[config.mk]
export PLATFORM = sky130hd
export DESIGN_NAME = pc_fetch_ctrl
export DESIGN_NICKNAME = d
export VERILOG_FILES = /design/src/rtl/pc_fetch_ctrl.sv
export SDC_FILE = /design/constraint.sdc
export NUM_CORES = 1
export LEC_CHECK = 0
export ABC_AREA = 1
export ABC_CLOCK_PERIOD_IN_PS = 3400
export BUFFER_PORTS_ARGS = -buffer_cell sky130_fd_sc_hd__clkbuf_2
export CAP_MARGIN = 20
export CORE_ASPECT_RATIO = 0.9
export CORE_MARGIN = 3
export CORE_UTILIZATION = 50
export DETAILED_ROUTE_END_ITERATION = 12
export HOLD_SLACK_MARGIN = 0.03
export PLACE_DENSITY = 0.87
export SLEW_MARGIN = 20
export SYNTH_ARGS = -nofsm -noshare
export SYNTH_HDL_FRONTEND = slang
export SYNTH_SLANG_ARGS = --single-unit
[constraint.sdc]
create_clock -name clk -period 3.4 [get_ports clk]
set_input_delay 0.51 -clock clk [delete_from_list [all_inputs] [get_ports clk]]
set_output_delay 0.51 -clock clk [all_outputs]
set_load 0.02 [all_outputs]
[src/rtl/pc_fetch_ctrl.sv]
// pc_fetch_ctrl: fetch sequencer for the single-issue MIPS core.
// Owns the PC. Issues one word fetch at a time over imem_req/imem_ack and holds
// the returned word for decode on instr_valid/instr_ready. Selects the next PC
// (jump, taken branch or sequential) when decode accepts the held word.
// Optional build macro: PERF_CNT_EN adds retired/redirect/stall counters.
// Without it the counter ports are tied to zero.
//
// state      | meaning
// FETCH_IDLE | just out of reset, no request outstanding
// FETCH      | imem_req high, imem_addr = pc, waiting for imem_ack
// HOLD       | instr/instr_pc presented to decode, waiting for instr_ready
module pc_fetch_ctrl #(
    parameter logic [31:0] RESET_PC = 32'h0000_0000
) (
    input  logic        clk,
    input  logic        rst_n,
    output logic        imem_req,
    output logic [31:0] imem_addr,
    input  logic        imem_ack,
    input  logic [31:0] imem_rdata,
    output logic        instr_valid,
    input  logic        instr_ready,
    output logic [31:0] instr,
    output logic [31:0] instr_pc,
    input  logic        branch_sel,
    input  logic        zero,
    input  logic        jump_sel,
    output logic [31:0] retired_cnt,
    output logic [31:0] redirect_cnt,
    output logic [31:0] stall_cnt
);

    typedef enum logic [1:0] {
        FETCH_IDLE = 2'd0,
        FETCH      = 2'd1,
        HOLD       = 2'd2
    } fetchState_t;

    fetchState_t state;
    logic [31:0] pc;
    logic [31:0] pcPlus4;
    logic [31:0] branchOffset;
    logic [31:0] nextPc;
    logic        handover;

    assign imem_addr = pc;
    assign handover  = instr_valid & instr_ready;

    // Next-PC select for the held instruction; jump takes priority over branch.
    always_comb begin
        pcPlus4      = instr_pc + 32'd4;
        branchOffset = {{14{instr[15]}}, instr[15:0], 2'b00};
        if (jump_sel) begin
            nextPc = {pcPlus4[31:28], instr[25:0], 2'b00};
        end else if (branch_sel && zero) begin
            nextPc = pcPlus4 + branchOffset;
        end else begin
            nextPc = pcPlus4;
        end
    end

    // Fetch/hold sequencer with registered handshake outputs.
    always_ff @(posedge clk or negedge rst_n) begin
        if (!rst_n) begin
            state       <= FETCH_IDLE;
            pc          <= RESET_PC;
            imem_req    <= 1'b0;
            instr_valid <= 1'b0;
            instr       <= 32'h0;
            instr_pc    <= 32'h0;
        end else begin
            case (state)
                FETCH_IDLE: begin
                    state    <= FETCH;
                    imem_req <= 1'b1;
                end
                FETCH: begin
                    if (imem_ack) begin
                        instr       <= imem_rdata;
                        instr_pc    <= pc;
                        imem_req    <= 1'b0;
                        instr_valid <= 1'b1;
                        state       <= HOLD;
                    end
                end
                HOLD: begin
                    if (handover) begin
                        pc          <= nextPc;
                        instr_valid <= 1'b0;
                        imem_req    <= 1'b1;
                        state       <= FETCH;
                    end
                end
                default: begin
                    state       <= FETCH_IDLE;
                    imem_req    <= 1'b0;
                    instr_valid <= 1'b0;
                end
            endcase
        end
    end

`ifdef PERF_CNT_EN
    logic redirect;

    assign redirect = jump_sel | (branch_sel & zero);

    // Performance counters, wrapping modulo 2^32, updated with the event edge.
    always_ff @(posedge clk or negedge rst_n) begin
        if (!rst_n) begin
            retired_cnt  <= 32'h0;
            redirect_cnt <= 32'h0;
            stall_cnt    <= 32'h0;
        end else begin
            if (handover) begin
                retired_cnt <= retired_cnt + 32'd1;
            end
            if (handover && redirect) begin
                redirect_cnt <= redirect_cnt + 32'd1;
            end
            if (instr_valid && !instr_ready) begin
                stall_cnt <= stall_cnt + 32'd1;
            end
        end
    end
`else
    assign retired_cnt  = 32'h0;
    assign redirect_cnt = 32'h0;
    assign stall_cnt    = 32'h0;
`endif

endmodule
==> impl_metrics.env <==
export IMPL_worstPathRequired_ns=3.64
export IMPL_die_w_um=140.4
export IMPL_fill_cells=1445
export IMPL_yosys_top_cells_area="dfrtp_1 30%, nand2_1 16%, buf_4 8.9%"
export IMPL_cp_top_family="simple AND/OR/NAND/NOR gates"
export IMPL_core_area_um2=15660
export IMPL_rsz0062_at_grt="no"
export IMPL_ys_warn_count=0
export IMPL_synth_flop_cell="dfrtp_1"
export IMPL_antenna_found_initial=0
export IMPL_crit_start="instr_pc[17]"
export IMPL_layout_cells_non_filler=1514
export IMPL_vias=8009
export IMPL_cts_made_buffers=9
export IMPL_dp_worst_setup_slack_ns=0.01688
export IMPL_place_inst=1499
export IMPL_antenna_left=0
export IMPL_clock_skew_ns=0.007468
export IMPL_avgSynthCellArea_um2=6.911
export IMPL_crit_chain="nand2_1 > nor3_1 > nand2_1 > nor3_2 > nand2_1 > and2_1 > ha_1 > nand2_1 > nor3_1 > nand2_1 > nor2_1 > nand2_1 > nand3_1 > nand2_1 > nand3_1 > nand2_1 > nand2_1 > nand2_1"
export IMPL_io_pins=233
export IMPL_grt_usage=0.2728
export IMPL_cts_sinks=99
export IMPL_crit_buf_inv=0
export IMPL_crit_path_start_kind="flip-flop"
export IMPL_cts_buffer_depth=2
export IMPL_drt_first_pass_iters=8
export IMPL_clk_pin_slew_ns=0.07
export IMPL_htree_levels=3
export IMPL_drcViolationCount=0
export IMPL_die_area_um2=17840
export IMPL_max_slew_margin_rel=0.3870
export IMPL_dpl_hpwl_mm=19.61
export IMPL_start_util=0.5195
export IMPL_routed_wl_mm=24.98
export IMPL_yosysSeqAreaShare=0.3046
export IMPL_p_per_area_nw_per_um2=1204
export IMPL_vias_per_cell=5.290
export IMPL_period_needed_ns=3.192
export IMPL_slowest_stage="dfrtp_1"
export IMPL_fin_crit_sh=0.9387
export IMPL_final_nets=1385
export IMPL_synth_ff_latch_count=99
export IMPL_synthesis_area_um2=8134
export IMPL_status="completed"
export IMPL_grt_pass1_wl_mm=38.80
export IMPL_synth_top_area_cell="dfrtp_1"
export IMPL_cts_tree="yes"
export IMPL_leakage_nw=5.135
export IMPL_drtIter0Drc=847
export IMPL_postSynthCellCount=1177
export IMPL_wl_per_cell_um=16.50
export IMPL_endpoint_kind="flip-flop"
export IMPL_drv_cap=0
export IMPL_fmax_mhz=313.3
export IMPL_cp_common_cell="nand2_1"
export IMPL_synthArstFlopShare=1.000
export IMPL_finalHoldViolCount=0
export IMPL_cts_root_buf="clkbuf_16"
export IMPL_gp_congestion=0.9624
export IMPL_grt_overflow=0
export IMPL_synth_top_cells_by_count="342 x nand2_1, 147 x inv_1, 111 x nor2_1, 99 x dfrtp_1, 96 x buf_4"
export IMPL_grt_pass1_vias=7225
export IMPL_synth_enable_flop_cells=0
export IMPL_cts_setup_buffers=0
export IMPL_ir_drop_uv=643.4
export IMPL_rows=43
export IMPL_drv_slew=0
export IMPL_finalSetupViolations=0
export IMPL_antenna_cells=0
export IMPL_max_slew_worst_pin_slew_ns=0.9185
export IMPL_hold_class="primary input to asynchronous set/reset pin"
export IMPL_die_h_um=127
export IMPL_drive_gt1_frac=0.1867
export IMPL_r2r_start="instr_pc[17]"
export IMPL_portBuffers=136
export IMPL_yosysTopAreaCellShare=0.3046
export IMPL_grt_max_degree=86
export IMPL_synth_most_common_cell="nand2_1"
export IMPL_ys_types=43
export IMPL_setup_tns_ns=0
export IMPL_slowest_delay_ns=0.48
export IMPL_area_growth_pct=12.08
export IMPL_path_class="flip-flop to flip-flop"
export IMPL_worstPathArrival_ns=3.44
export IMPL_setup_slack_ns=0.2083
export IMPL_clock_latency_ns=0.35
export IMPL_cp_max_fo=6
layout by cell type (no fill, tap or decap), types with 4 or more instances in the layout:
master,netlist,layout
buf_4,96,10
or2_2,4,4
clkbuf_16,0,9
a21oi_1,49,48
nor3_2,4,7
o22ai_1,4,4
nand3_1,79,77
nor2_2,6,8
nand2_1,342,342
o21ai_0,39,38
nand4_1,7,7
nand2_2,8,8
nand3b_1,7,7
o21bai_1,7,7
clkbuf_2,0,135
nor3_1,10,7
dfrtp_1,99,97
nor2_1,111,109
xor2_1,17,14
xnor2_1,4,4
o21ai_1,7,8
conb_1,1,96
inv_1,147,147
ha_1,37,37
mux2_2,37,37
power by group:
part           switching [mW]  internal [mW]  total [mW]
Clock                   0.465          0.721        1.19
Sequential              0.740           1.78        2.52
Combinational            4.84           2.43        7.27
worst reg2reg max path, stage by stage, from the launching register on:
cell	delay [ns]
dfrtp_1	0.48
nand2_1	0.12
nor3_1	0.22
nand2_1	0.15
nor3_2	0.25
nand2_1	0.10
and2_1	0.19
ha_1	0.39
nand2_1	0.13
nor3_1	0.26
nand2_1	0.15
nor2_1	0.11
nand2_1	0.10
nand3_1	0.10
nand2_1	0.05
nand3_1	0.12
nand2_1	0.07
nand2_1	0.06
nand2_1	0.04
cell type report:
| class | count | area, µm² | share of cell area |
|---|---|---|---|
| multi-input combinational | 901 | 4686 | 0.5140 |
| sequential | 99 | 2480 | 0.2720 |
| timing repair buffer | 148 | 802.0 | 0.08798 |
| inverter | 149 | 559.3 | 0.06135 |
| tap | 202 | 252.7 | 0.02772 |
| clock buffer | 10 | 229.0 | 0.02512 |
| clock inverter | 5 | 107.6 | 0.01180 |
flip-flops by register name, summed over array words and instances, names as in the netlist:
| signal | flops |
|---|---|
| state | 2 |
| instr_valid | 1 |
| instr_pc | 32 |
| imem_addr | 32 |
| instr | 32 |
logic make-up after synthesis:
family / Yosys count / synth area share
buffers and inverters: 272 / 0.1711
AND/OR/NAND/NOR: 591 / 0.3118
multiplexers: 37 / 0.05122
other: 1 / 0.0004610
AO/OA/AOI/OAI: 118 / 0.07891
adder cells (fa/ha/maj): 38 / 0.05938
flip-flops: 99 / 0.3046
XOR/XNOR: 21 / 0.02261
final timing paths:
path                                 end  slack [ns]  cells past startpoint
min in group clk               instr[25]        0.39                      2
hold / removal              imem_addr[2]        0.22                      1
setup reg to reg           imem_addr[26]        0.21                     18
max in group asynchronous      instr[13]        2.42                      2
hold reg to reg              instr_valid        0.48                      1
setup / recovery           imem_addr[26]        0.21                     18
stage by stage:
| stage | utilization | power [mW] | cell area [µm²] | hold slack, ns |
|---|---|---|---|---|
| detailed placement | 0.5571 | 9.539 | 8722 | 0.4687 |
| global route | 0.5823 | 11.83 | 9116 | 0.2736 |
| finish | 0.5823 | 10.97 | 9116 | 0.2179 |
| CTS | 0.5787 | 10.78 | 9060 | 0.3840 |
| floorplan | - | 7.404 | 8491 | 0.2144 |
| global placement | 0.5571 | 9.422 | 8722 | 0.4422 |
repair_timing:
action / in CTS / in global routing
setup endpoints to repair: 1 / 7
hold buffers: 0 / 0
gates resized for setup: 1 / 12
metal layers:
layer | vias to the layer above | wire [µm] | GRT usage | part of all wire
li1 | 3772 | - | - | -
met1 | 3731 | 10500 | 0.3955 | 0.42
met2 | 469 | 11280 | 0.4158 | 0.45
met3 | 37 | 2650 | 0.04865 | 0.11
met4 | 0 | 556 | 0.08775 | 0.022
met5 | - | 0 | 0 | 0
No activity file was read; power rests on OpenSTA's default activity.
